[src/rtl/prog_clock_divider.sv]
// Multi-channel programmable clock divider: pulse or toggle output per channel, with
// double-buffered divisor/mode updates applied at terminal count, on disable, or by sync.
module prog_clock_divider #(
   parameter int CHANNELS     = 4,
   parameter int WIDTH        = 16,
   parameter int DEFAULT_DIV  = 1,
   parameter int DEFAULT_MODE = 1,
   localparam int CW = (CHANNELS > 1) ? $clog2(CHANNELS) : 1
) (
   input  logic                clk,
   input  logic                rst,
   input  logic [CHANNELS-1:0] en,
   input  logic                sync,
   input  logic                wr_en,
   input  logic [CW-1:0]       wr_chan,
   input  logic [WIDTH-1:0]    wr_div,
   input  logic                wr_mode,
   output logic [CHANNELS-1:0] divided,
   output logic [CHANNELS-1:0] pending
);

   localparam logic [WIDTH-1:0] RST_DIV  = WIDTH'(DEFAULT_DIV);
   localparam logic             RST_MODE = (DEFAULT_MODE != 0);

   logic [WIDTH-1:0]    r_cnt      [CHANNELS];
   logic [WIDTH-1:0]    r_act_div  [CHANNELS];
   logic [WIDTH-1:0]    r_shd_div  [CHANNELS];
   logic [CHANNELS-1:0] r_act_mode;
   logic [CHANNELS-1:0] r_shd_mode;
   logic [CHANNELS-1:0] r_pend;
   logic [CHANNELS-1:0] r_out;

   logic [WIDTH-1:0]    w_cnt      [CHANNELS];
   logic [WIDTH-1:0]    w_act_div  [CHANNELS];
   logic [WIDTH-1:0]    w_shd_div  [CHANNELS];
   logic [CHANNELS-1:0] w_act_mode;
   logic [CHANNELS-1:0] w_shd_mode;
   logic [CHANNELS-1:0] w_pend;
   logic [CHANNELS-1:0] w_out;
   logic [CHANNELS-1:0] w_hit;
   logic [CHANNELS-1:0] w_tc;
   logic [CHANNELS-1:0] w_mode_chg;
   logic [CHANNELS-1:0] w_apply;
   logic [CHANNELS-1:0] w_restart;

   // Per-channel next state; the shadow write is evaluated last so it always stays pending.
   always_comb begin
      for (int i = 0; i < CHANNELS; i++) begin
         w_hit[i]      = wr_en && (wr_chan == CW'(i));
         w_tc[i]       = en[i] && (r_cnt[i] == r_act_div[i]);
         w_mode_chg[i] = r_pend[i] && (r_shd_mode[i] != r_act_mode[i]);
         w_apply[i]    = r_pend[i] && (sync || !en[i] || w_tc[i]);
         w_restart[i]  = sync || (!en[i] && r_pend[i]);

         w_cnt[i]      = r_cnt[i];
         w_act_div[i]  = r_act_div[i];
         w_act_mode[i] = r_act_mode[i];
         w_shd_div[i]  = r_shd_div[i];
         w_shd_mode[i] = r_shd_mode[i];
         w_pend[i]     = r_pend[i];
         w_out[i]      = r_out[i];

         if (w_apply[i]) begin
            w_act_div[i]  = r_shd_div[i];
            w_act_mode[i] = r_shd_mode[i];
            w_pend[i]     = 1'b0;
         end else begin
            w_act_div[i]  = r_act_div[i];
            w_act_mode[i] = r_act_mode[i];
         end

         if (w_restart[i]) begin
            w_cnt[i] = {WIDTH{1'b0}};
            w_out[i] = 1'b0;
         end else if (w_tc[i]) begin
            w_cnt[i] = {WIDTH{1'b0}};
            if (w_mode_chg[i]) begin
               w_out[i] = 1'b0;
            end else if (r_act_mode[i]) begin
               w_out[i] = 1'b1;
            end else begin
               w_out[i] = ~r_out[i];
            end
         end else if (en[i]) begin
            w_cnt[i] = r_cnt[i] + WIDTH'(1'b1);
            w_out[i] = r_act_mode[i] ? 1'b0 : r_out[i];
         end else begin
            w_out[i] = r_act_mode[i] ? 1'b0 : r_out[i];
         end

         if (w_hit[i]) begin
            w_shd_div[i]  = wr_div;
            w_shd_mode[i] = wr_mode;
            w_pend[i]     = 1'b1;
         end else begin
            w_shd_div[i]  = r_shd_div[i];
            w_shd_mode[i] = r_shd_mode[i];
         end
      end
   end

   // Channel state registers; rst overrides sync and normal operation.
   always_ff @(posedge clk) begin
      if (rst) begin
         for (int i = 0; i < CHANNELS; i++) begin
            r_cnt[i]     <= {WIDTH{1'b0}};
            r_act_div[i] <= RST_DIV;
            r_shd_div[i] <= RST_DIV;
         end
         r_act_mode <= {CHANNELS{RST_MODE}};
         r_shd_mode <= {CHANNELS{RST_MODE}};
         r_pend     <= {CHANNELS{1'b0}};
         r_out      <= {CHANNELS{1'b0}};
      end else begin
         for (int i = 0; i < CHANNELS; i++) begin
            r_cnt[i]     <= w_cnt[i];
            r_act_div[i] <= w_act_div[i];
            r_shd_div[i] <= w_shd_div[i];
         end
         r_act_mode <= w_act_mode;
         r_shd_mode <= w_shd_mode;
         r_pend     <= w_pend;
         r_out      <= w_out;
      end
   end

   assign divided = r_out;
   assign pending = r_pend;

endmodule

[config.mk]
export PLATFORM = sky130hd
export DESIGN_NAME = prog_clock_divider
export DESIGN_NICKNAME = d
export VERILOG_FILES = /design/src/rtl/prog_clock_divider.sv
export SDC_FILE = /design/constraint.sdc
export NUM_CORES = 1
export LEC_CHECK = 0
export ABC_AREA = 1
export CORE_MARGIN = 1
export CORE_UTILIZATION = 48
export DETAILED_ROUTE_END_ITERATION = 12
export GPL_TIMING_DRIVEN = 0
export PLACE_DENSITY = 0.64
export SLEW_MARGIN = 20
export SYNTH_ARGS = -nofsm -noshare
export SYNTH_HDL_FRONTEND = slang
export SYNTH_SLANG_ARGS = --single-unit
[constraint.sdc]
create_clock -name clk -period 1.8 [get_ports clk]
set_input_delay 0.54 -clock clk [delete_from_list [all_inputs] [get_ports clk]]
set_output_delay 0.54 -clock clk [all_outputs]
set_load 0.02 [all_outputs]
# Yosys cells after proc, flatten, opt, wreduce, memory -nomap -nowiden
# Memory sizes are Yosys's and may differ from the RTL's.
# Index checks and enable logic that the tools add are counted.
# op_classes
add_sub_neg	4
eq_ne	11
muxes	59
bitwise	16
n_reduce_logical	49
# ops
cell	n
16-bit two-way mux	32
16-bit by 1-bit adder with 16-bit output, second input constant	4
16-bit equality test	4
1-bit two-way mux	27
1-bit logical AND	20
2-bit nonzero test	8
1-bit logical OR	12
1-bit bitwise OR	12
2-bit OR reduction	4
2-bit equality test, second input constant	2
1-bit logical NOT	4
1-bit inequality test	4
1-bit NOT	4
2-bit by 1-bit equality test with 1-bit output, second input constant	1
2-bit logical NOT	1
# word_totals
ff_bits	16
ram_bits	192
wordCells	158
mem_count	3
# memory_table
memory	words	word_bits	rd	rd_clocked_by_memory_dff	write_ports	line_no	source
r_act_div	4	16	4	0	4	26	logic [WIDTH-1:0] r_act_div [CHANNELS];
r_cnt	4	16	4	0	4	25	logic [WIDTH-1:0] r_cnt [CHANNELS];
r_shd_div	4	16	4	0	4	27	logic [WIDTH-1:0] r_shd_div [CHANNELS];

# Depth between registers and ports, before layout
# Gate-level depths: netlist (run 1).
# logic_depth
ltp_word	6
depth_mapped	12

# Worst setup path before layout (run 1)
# Ideal clock, no wire load.
# synth_path
path_kind	input to register
from	input en[0]
to	memory r_act_div[0][13]
setup_ns	0.115
arrival_time_ns	1.548
t_required_ns	1.685
setup_slack_ns	0.137
stages	11
path_buffers	2
path_cell_list	buf_2 > inv_1 > nor2_1 > nand3_1 > nor2_1 > nand3_2 > nand2_4 > buf_6 > nand3_1 > nand2_1 > nor2_1
# synth_rtl
element	line_no	source
start: declaration	12	input logic [CHANNELS-1:0] en,
end: declaration	26	

# Worst setup path after layout (run 1)
# layout_path
from	register r_pend[2] (netlist: pending[2])
to	output pending[2]
# layout_rtl
element	line_no	source
start: declaration	30	logic [CHANNELS-1:0] r_pend;
start signal: assignment	112	r_pend <= {CHANNELS{1'b0}};
start signal: assignment	122	r_pend <= w_pend;
end: declaration	19	output logic [CHANNELS-1:0] pending
# No word-level cell between the ends.

==> results.md, run 1 <==
* Final Slew Violations at 0
* Achievable Freq at 567 MHz
* Synth area leader: dfxtp_1
* XOR/XNOR share of the synthesized area at between 3 and 4%
* Yosys top cell area share at around two fifths
* Critical Path Fanout Max at 2
* Io pins at 35
* Sequential-to-total area share from yosys stat at slightly above 40%
* Initial antenna violation count at 0
* Die area at 21500 um2
* GRT overflow at 0
* Hold Slack at about 0.35 ns
* Final Setup Violations at 0
* Routed Antenna Nets at 0
* Share of cells above drive strength 1 at around a tenth
* Clock latency on the worst-skew pair at between 0.5 and 0.6 ns
* Synthesized net count at 1526
* Via-to-Cell Ratio at ~5
* Iteration-0 DRC Markers at 548
* P per Cell Area at roughly 940 nW/um2
* CP Class: reg -> out
* Number of diodes at 0
* Area Growth Syn to Fin at 16.9%
* Top cells by area, synth: dfxtp_1 41%, nand2_1 13%, a21oi_1 7.8%
* Pre-Repair DR Iteration Count at 5
* Total chip power at 11.1 mW
* Global-route wire length before repair at 41100 um
* CP cell instances: dlygate4sd2_1
* Vias in the first global route at approximately 8500
* Slowest stage cell on the critical path: dfxtp_1
* Worst-Margin Slew at a little under 0.7 ns
* Pleak at 4.76 nW
* Main combinational cell family by area after synthesis: simple AND/OR/NAND/NOR gates
* Die extent in y at around 150 um
* Synth cell types at 35
* Avg WL per Cell at 13.4 um
* Worst path max stage delay at ~0.35 ns
* Hold Violations, Final at 0
* Multiplexer share of the synthesized area at 0%
* Required @ worst endpoint at approximately 1.3 ns
* # clock sinks at about 210
* Nets at about 1600
* Slew Limit Headroom at 53.6%
* Clock Root Buffer: clkbuf_16
* Period minus WS final at between 1.5 and 2 ns
* TritonCTS clock tree: done
* Bufs and invs on worst path at 1
* Syn Inst Count at between 1000 and 1500
* Synth Area in Adders at less than 1%
* Hold buffer count at cts at 0
* Hold Crit Class: in -> reg
* Num CTS Buffers at 23
* MaxCap Viol Count at 0
* Hpwl dp at ~18000 um
* Final WL at 24800 um
* Gpl congestion at between 0.8 and 0.9
* CP startpoint kind: flip-flop
* Crit end category: output port
* Netlist Area Pre-Place at a little over 10000 um2
* Num rows at 52
* PortBufs at 32
* Initial Util at a little under 50%
* Die width at between 100 and 150 um
* Max Buffers Root-to-Sink at 3
* Syn. warnings at 0
* Yosys reg bits at 208
* Final worst path period share at 98.0%
* Largest net degree at the start of global routing at 16
* Clock Pin Slew Worst Setup and Hold Paths at about 0.060 ns
* Avg Cell Area, Syn at between 6 and 7 um2
* VDD IR max at just over 0.0007 V
* H-tree levels at 1
* Core Box Area at about 20000 um2
* WP data arrival at 1.22 ns
* Setup_tns at 0 ns
* Routed vias at 9282
* RSZ-0062 raised after global routing: false
* Post-synthesis compound-gate area fraction at a little under an eighth
* Gr usage total at 23.3%
* Top delay family on crit path: flip-flops
* Drt drc at 0
* Final Skew at 0.0193 ns
* Synth Area in Simple Gates at about a third
* Status: finished, final reports clean
[final cells by class]
| class | count | area (um2) |
|---|---|---|
| Fill cell | 1972 | 8610 |
| Multi-Input combinational cell | 1021 | 4840 |
| Sequential cell | 208 | 4190 |
| Inverter | 205 | 769 |
| Clock buffer | 31 | 676 |
| Timing Repair Buffer | 44 | 398 |
| Buffer | 60 | 345 |
| Tap cell | 270 | 338 |
| Clock inverter | 11 | 186 |
[where the power goes]
group	switching, mW	total [mW]	internal [mW]
Sequential	0.0798	4.83	4.75
Clock	1.93	5.28	3.35
Combinational	0.608	0.966	0.358
Total	2.62	11.1	8.45
[per-layer routing]
metal | global-route usage (%) | wire, um
met1 | 33.7 | 12100
met2 | 36.6 | 10900
met3 | 3.14 | 1290
met4 | 5.68 | 481
met5 | 0 | 0
[cells by family (layout without fill, tap and decap cells)]
logic type,after synthesis,in the layout
AO/OA/AOI/OAI,235,235
buffers and inverters,266,351
flip-flops,208,208
AND/OR/NAND/NOR,745,745
XOR/XNOR,37,37
adder cells (fa/ha/maj),4,4
[cell usage after synthesis (all sizes together)]
master and count:
nand2 342, dfxtp 208, inv 205, nor2 205
a21oi 158, nand3 126, o21ai 66, buf 33
xor2 29, clkbuf 28, nor3 26, nand4 25
xnor2 8, a31oi 7, or2 7, nor3b 6
and2 4, ha 4, nand3b 3, a211oi 2
a21boi 1, nor4 1, o211ai 1
[sequential cells by signal, indices dropped and copies added, names as in the netlist]
signal	cells
r_act_div	64
r_cnt	64
r_shd_div	64
divided	4
pending	4
r_act_mode	4
r_shd_mode	4
[what timing repair did]
action	CTS	global route
buffers inserted	1	10
resized for setup	16	46
cloned	0	1
pin swaps	0	9
endpoints found under the setup margin	126	117
[worst paths after layout]
| path | startpoint | to | slack [ns] | cells after the start |
|---|---|---|---|---|
| max | pending[2] | pending[2] | 0.04 | 1 |
| min | en[2] | r_cnt[2][0] | 0.35 | 3 |
| max reg2reg | r_cnt[2][8] | r_act_div[2][13] | 0.13 | 9 |
| min reg2reg | r_shd_div[1][9] | r_shd_div[1][9] | 0.46 | 2 |
[stage by stage]
stage	setup slack, ns	instances	utilization [%]	cell area (um2)
global placement	-0.977	1797	52.6	10700
global route	0.000202	1850	57.7	11800
detailed placement	-0.953	1797	52.6	10700
CTS	0.00283	1839	56.8	11600
floorplan	0.137	1495	-	10100
finish	0.0352	1850	57.7	11800
[placed cells by master, fill, tap and decap left out, drive strengths merged]
master	instances
a21oi	158
a211oi	2
bufinv	5
nand2	342
and2	4
o21ai	66
xnor2	8
dlygate4sd2	10
nor3b	6
clkdlybuf4s50	20
ha	4
nor2	205
buf	42
nand3	126
or2	7
xor2	29
clkbuf	61
clkdlybuf4s15	1
nand4	25
inv	206
a21boi	1
dfxtp	208
clkinv	4
o211ai	1
clkinvlp	1
nor4	1
a31oi	7
nand3b	3
nor3	26
dlymetal6s2s	1
Note: power is estimated with default switching activity, not from simulation.
==> inputs of run 2 (changes only) <==
--- a/config.mk
+++ b/config.mk
@@ -11,6 +11,7 @@
 export DETAILED_ROUTE_END_ITERATION = 12
 export GPL_TIMING_DRIVEN = 0
 export PLACE_DENSITY = 0.64
+export RECOVER_POWER = 50
 export SLEW_MARGIN = 20
 export SYNTH_ARGS = -nofsm -noshare
 export SYNTH_HDL_FRONTEND = slang
==> results.md, run 2 (same netlist as run 1, synthesis figures left out) <==
* Routed vias at slightly above 9000
* Drt drc at 0
* Status: finished, final reports clean
* CP cell instances: dlygate4sd2_1
* Required @ worst endpoint at about 1.3 ns
* Top delay family on crit path: flip-flops
* Clock Root Buffer: clkbuf_16
* Final WL at approximately 25000 um
* Max Buffers Root-to-Sink at 3
* Final cell count without fillers at roughly 1900
* Final Slew Violations at 0
* Period minus WS final at 1.77 ns
* Gr usage total at about a quarter
* Fillers at between 1500 and 2000
* Initial Util at around 49%
* Commonest non-fill, non-tap cells in the layout: 330 x nand2_1, 198 x inv_1, 191 x nor2_1
* Met2 Resource Use GR at 36.6%
* Worst path max stage delay at about 0.35 ns
* Crit end category: output port
* Top Usage Layer GRT: met2
* Nets at ~1600
* CP startpoint kind: flip-flop
* Hold Slack at 0.350 ns
* Critical Path Fanout Max at 2
* VDD IR max at 0.000705 V
* Initial antenna violation count at 0
* TritonCTS clock tree: done
* Die width at approximately 150 um
* CP Class: reg -> out
* Number of diodes at 0
* Die area at around 22000 um2
* Pre-Repair DR Iteration Count at 5
* Hold Violations, Final at 0
* P per Cell Area at between 900 and 1000 nW/um2
* Hpwl dp at 18400 um
* Total chip power at 11.1 mW
* PortBufs at 32
* Via-to-Cell Ratio at between 5 and 6
* Iteration-0 DRC Markers at around 550
* Avg WL per Cell at approximately 13 um
* Vias in the first global route at 8479
* Slowest stage cell on the critical path: dfxtp_1
* H-tree levels at 1
* Routed Antenna Nets at 0
* Core Box Area at approximately 20000 um2
* # clock sinks at 208
* MaxCap Viol Count at 0
* Num CTS Buffers at 23
* Met3 Track Usage GR at under 10%
* Final Skew at ~0.020 ns
* GRT overflow at 0
* WP data arrival at 1.23 ns
* Gpl congestion at between 0.8 and 0.9
* Setup_tns at 0 ns
* Num rows at 52
* Global-route wire length before repair at around 41000 um
* Largest net degree at the start of global routing at 16
* Final worst path period share at a little over nine tenths
* Most common cell after layout, fill and taps aside: nand2_1
* Io pins at 35
* Worst-Margin Slew at 0.699 ns
* Slew Limit Headroom at 53.4%
* Achievable Freq at around 570 MHz
* Clock Pin Slew Worst Setup and Hold Paths at approximately 0.06 ns
* Share of cells above drive strength 1 at under 10%
* Final Setup Violations at 0
* Hold Crit Class: in -> reg
* Die extent in y at about 150 um
* Area Growth Syn to Fin at 16.8%
* Met1 Track Usage GR at 33.7%
* Largest registers: r_act_div (64), r_cnt (64), r_shd_div (64)
* Bufs and invs on worst path at 1
* Hold buffer count at cts at 0
* Pleak at approximately 4.8 nW
* Cell Count Post-Placement at 1797
* Clock latency on the worst-skew pair at 0.52 ns
-- run 2: cell type report --
class | count | area (um2) | area share (%)
repair buffers | 44 | 398 | 3.39
inverters | 205 | 769 | 6.55
clock buffers | 31 | 676 | 5.75
well taps | 270 | 338 | 2.88
clock inverters | 11 | 186 | 1.59
multi-input cells | 1021 | 4840 | 41.2
flip-flops and latches | 208 | 4190 | 35.7
plain buffers | 60 | 342 | 2.91
-- run 2: tightest hold or removal path: cells and delay by family --
| kind | cells | cell delay, ns |
|---|---|---|
| simple gates | 1 | 0.07 |
| compound gates | 1 | 0.06 |
| buf+inv | 1 | 0.15 |
-- run 2: power breakdown --
part	total, mW	leakage [nW]	internal, mW	switching (mW)
clock network	5.28	0.426	3.35	1.93
registers	4.83	1.70	4.75	0.0798
logic	0.964	2.63	0.357	0.607
-- run 2: per-stage QoR --
step                      cell area (um2)  worst slack [ns]  utilization, %
after floorplan                     10100             0.137               -
after global placement              10700            -0.977            52.6
after detailed placement            10700            -0.953            52.6
after CTS                           11600           0.00283            56.8
after global routing                11700          -0.00388            57.7
final                               11700            0.0349            57.7
-- run 2: layer usage --
layer  up-vias  routed length [um]
met5         -                   0
met4         0                 481
met3        34                1240
met2       176               10900
met1      4177               12100
li1       4888                   -
-- run 2: path summary, 6_finish.rpt --
path,slack (ns),from,cells past startpoint,to
worst max register to register,0.13,r_cnt[2][8],9,r_act_div[2][13]
worst max-delay path,0.03,pending[2],1,pending[2]
worst min register to register,0.46,r_shd_div[1][9],2,r_shd_div[1][9]
worst min-delay path,0.35,en[2],3,r_cnt[2][0]
-- run 2: repair_timing --
action | CTS | global route
setup buffers | 1 | 10
resized for setup | 16 | 46
pin swaps | 0 | 9
cloned | 0 | 1
endpoints found under the setup margin | 126 | 117
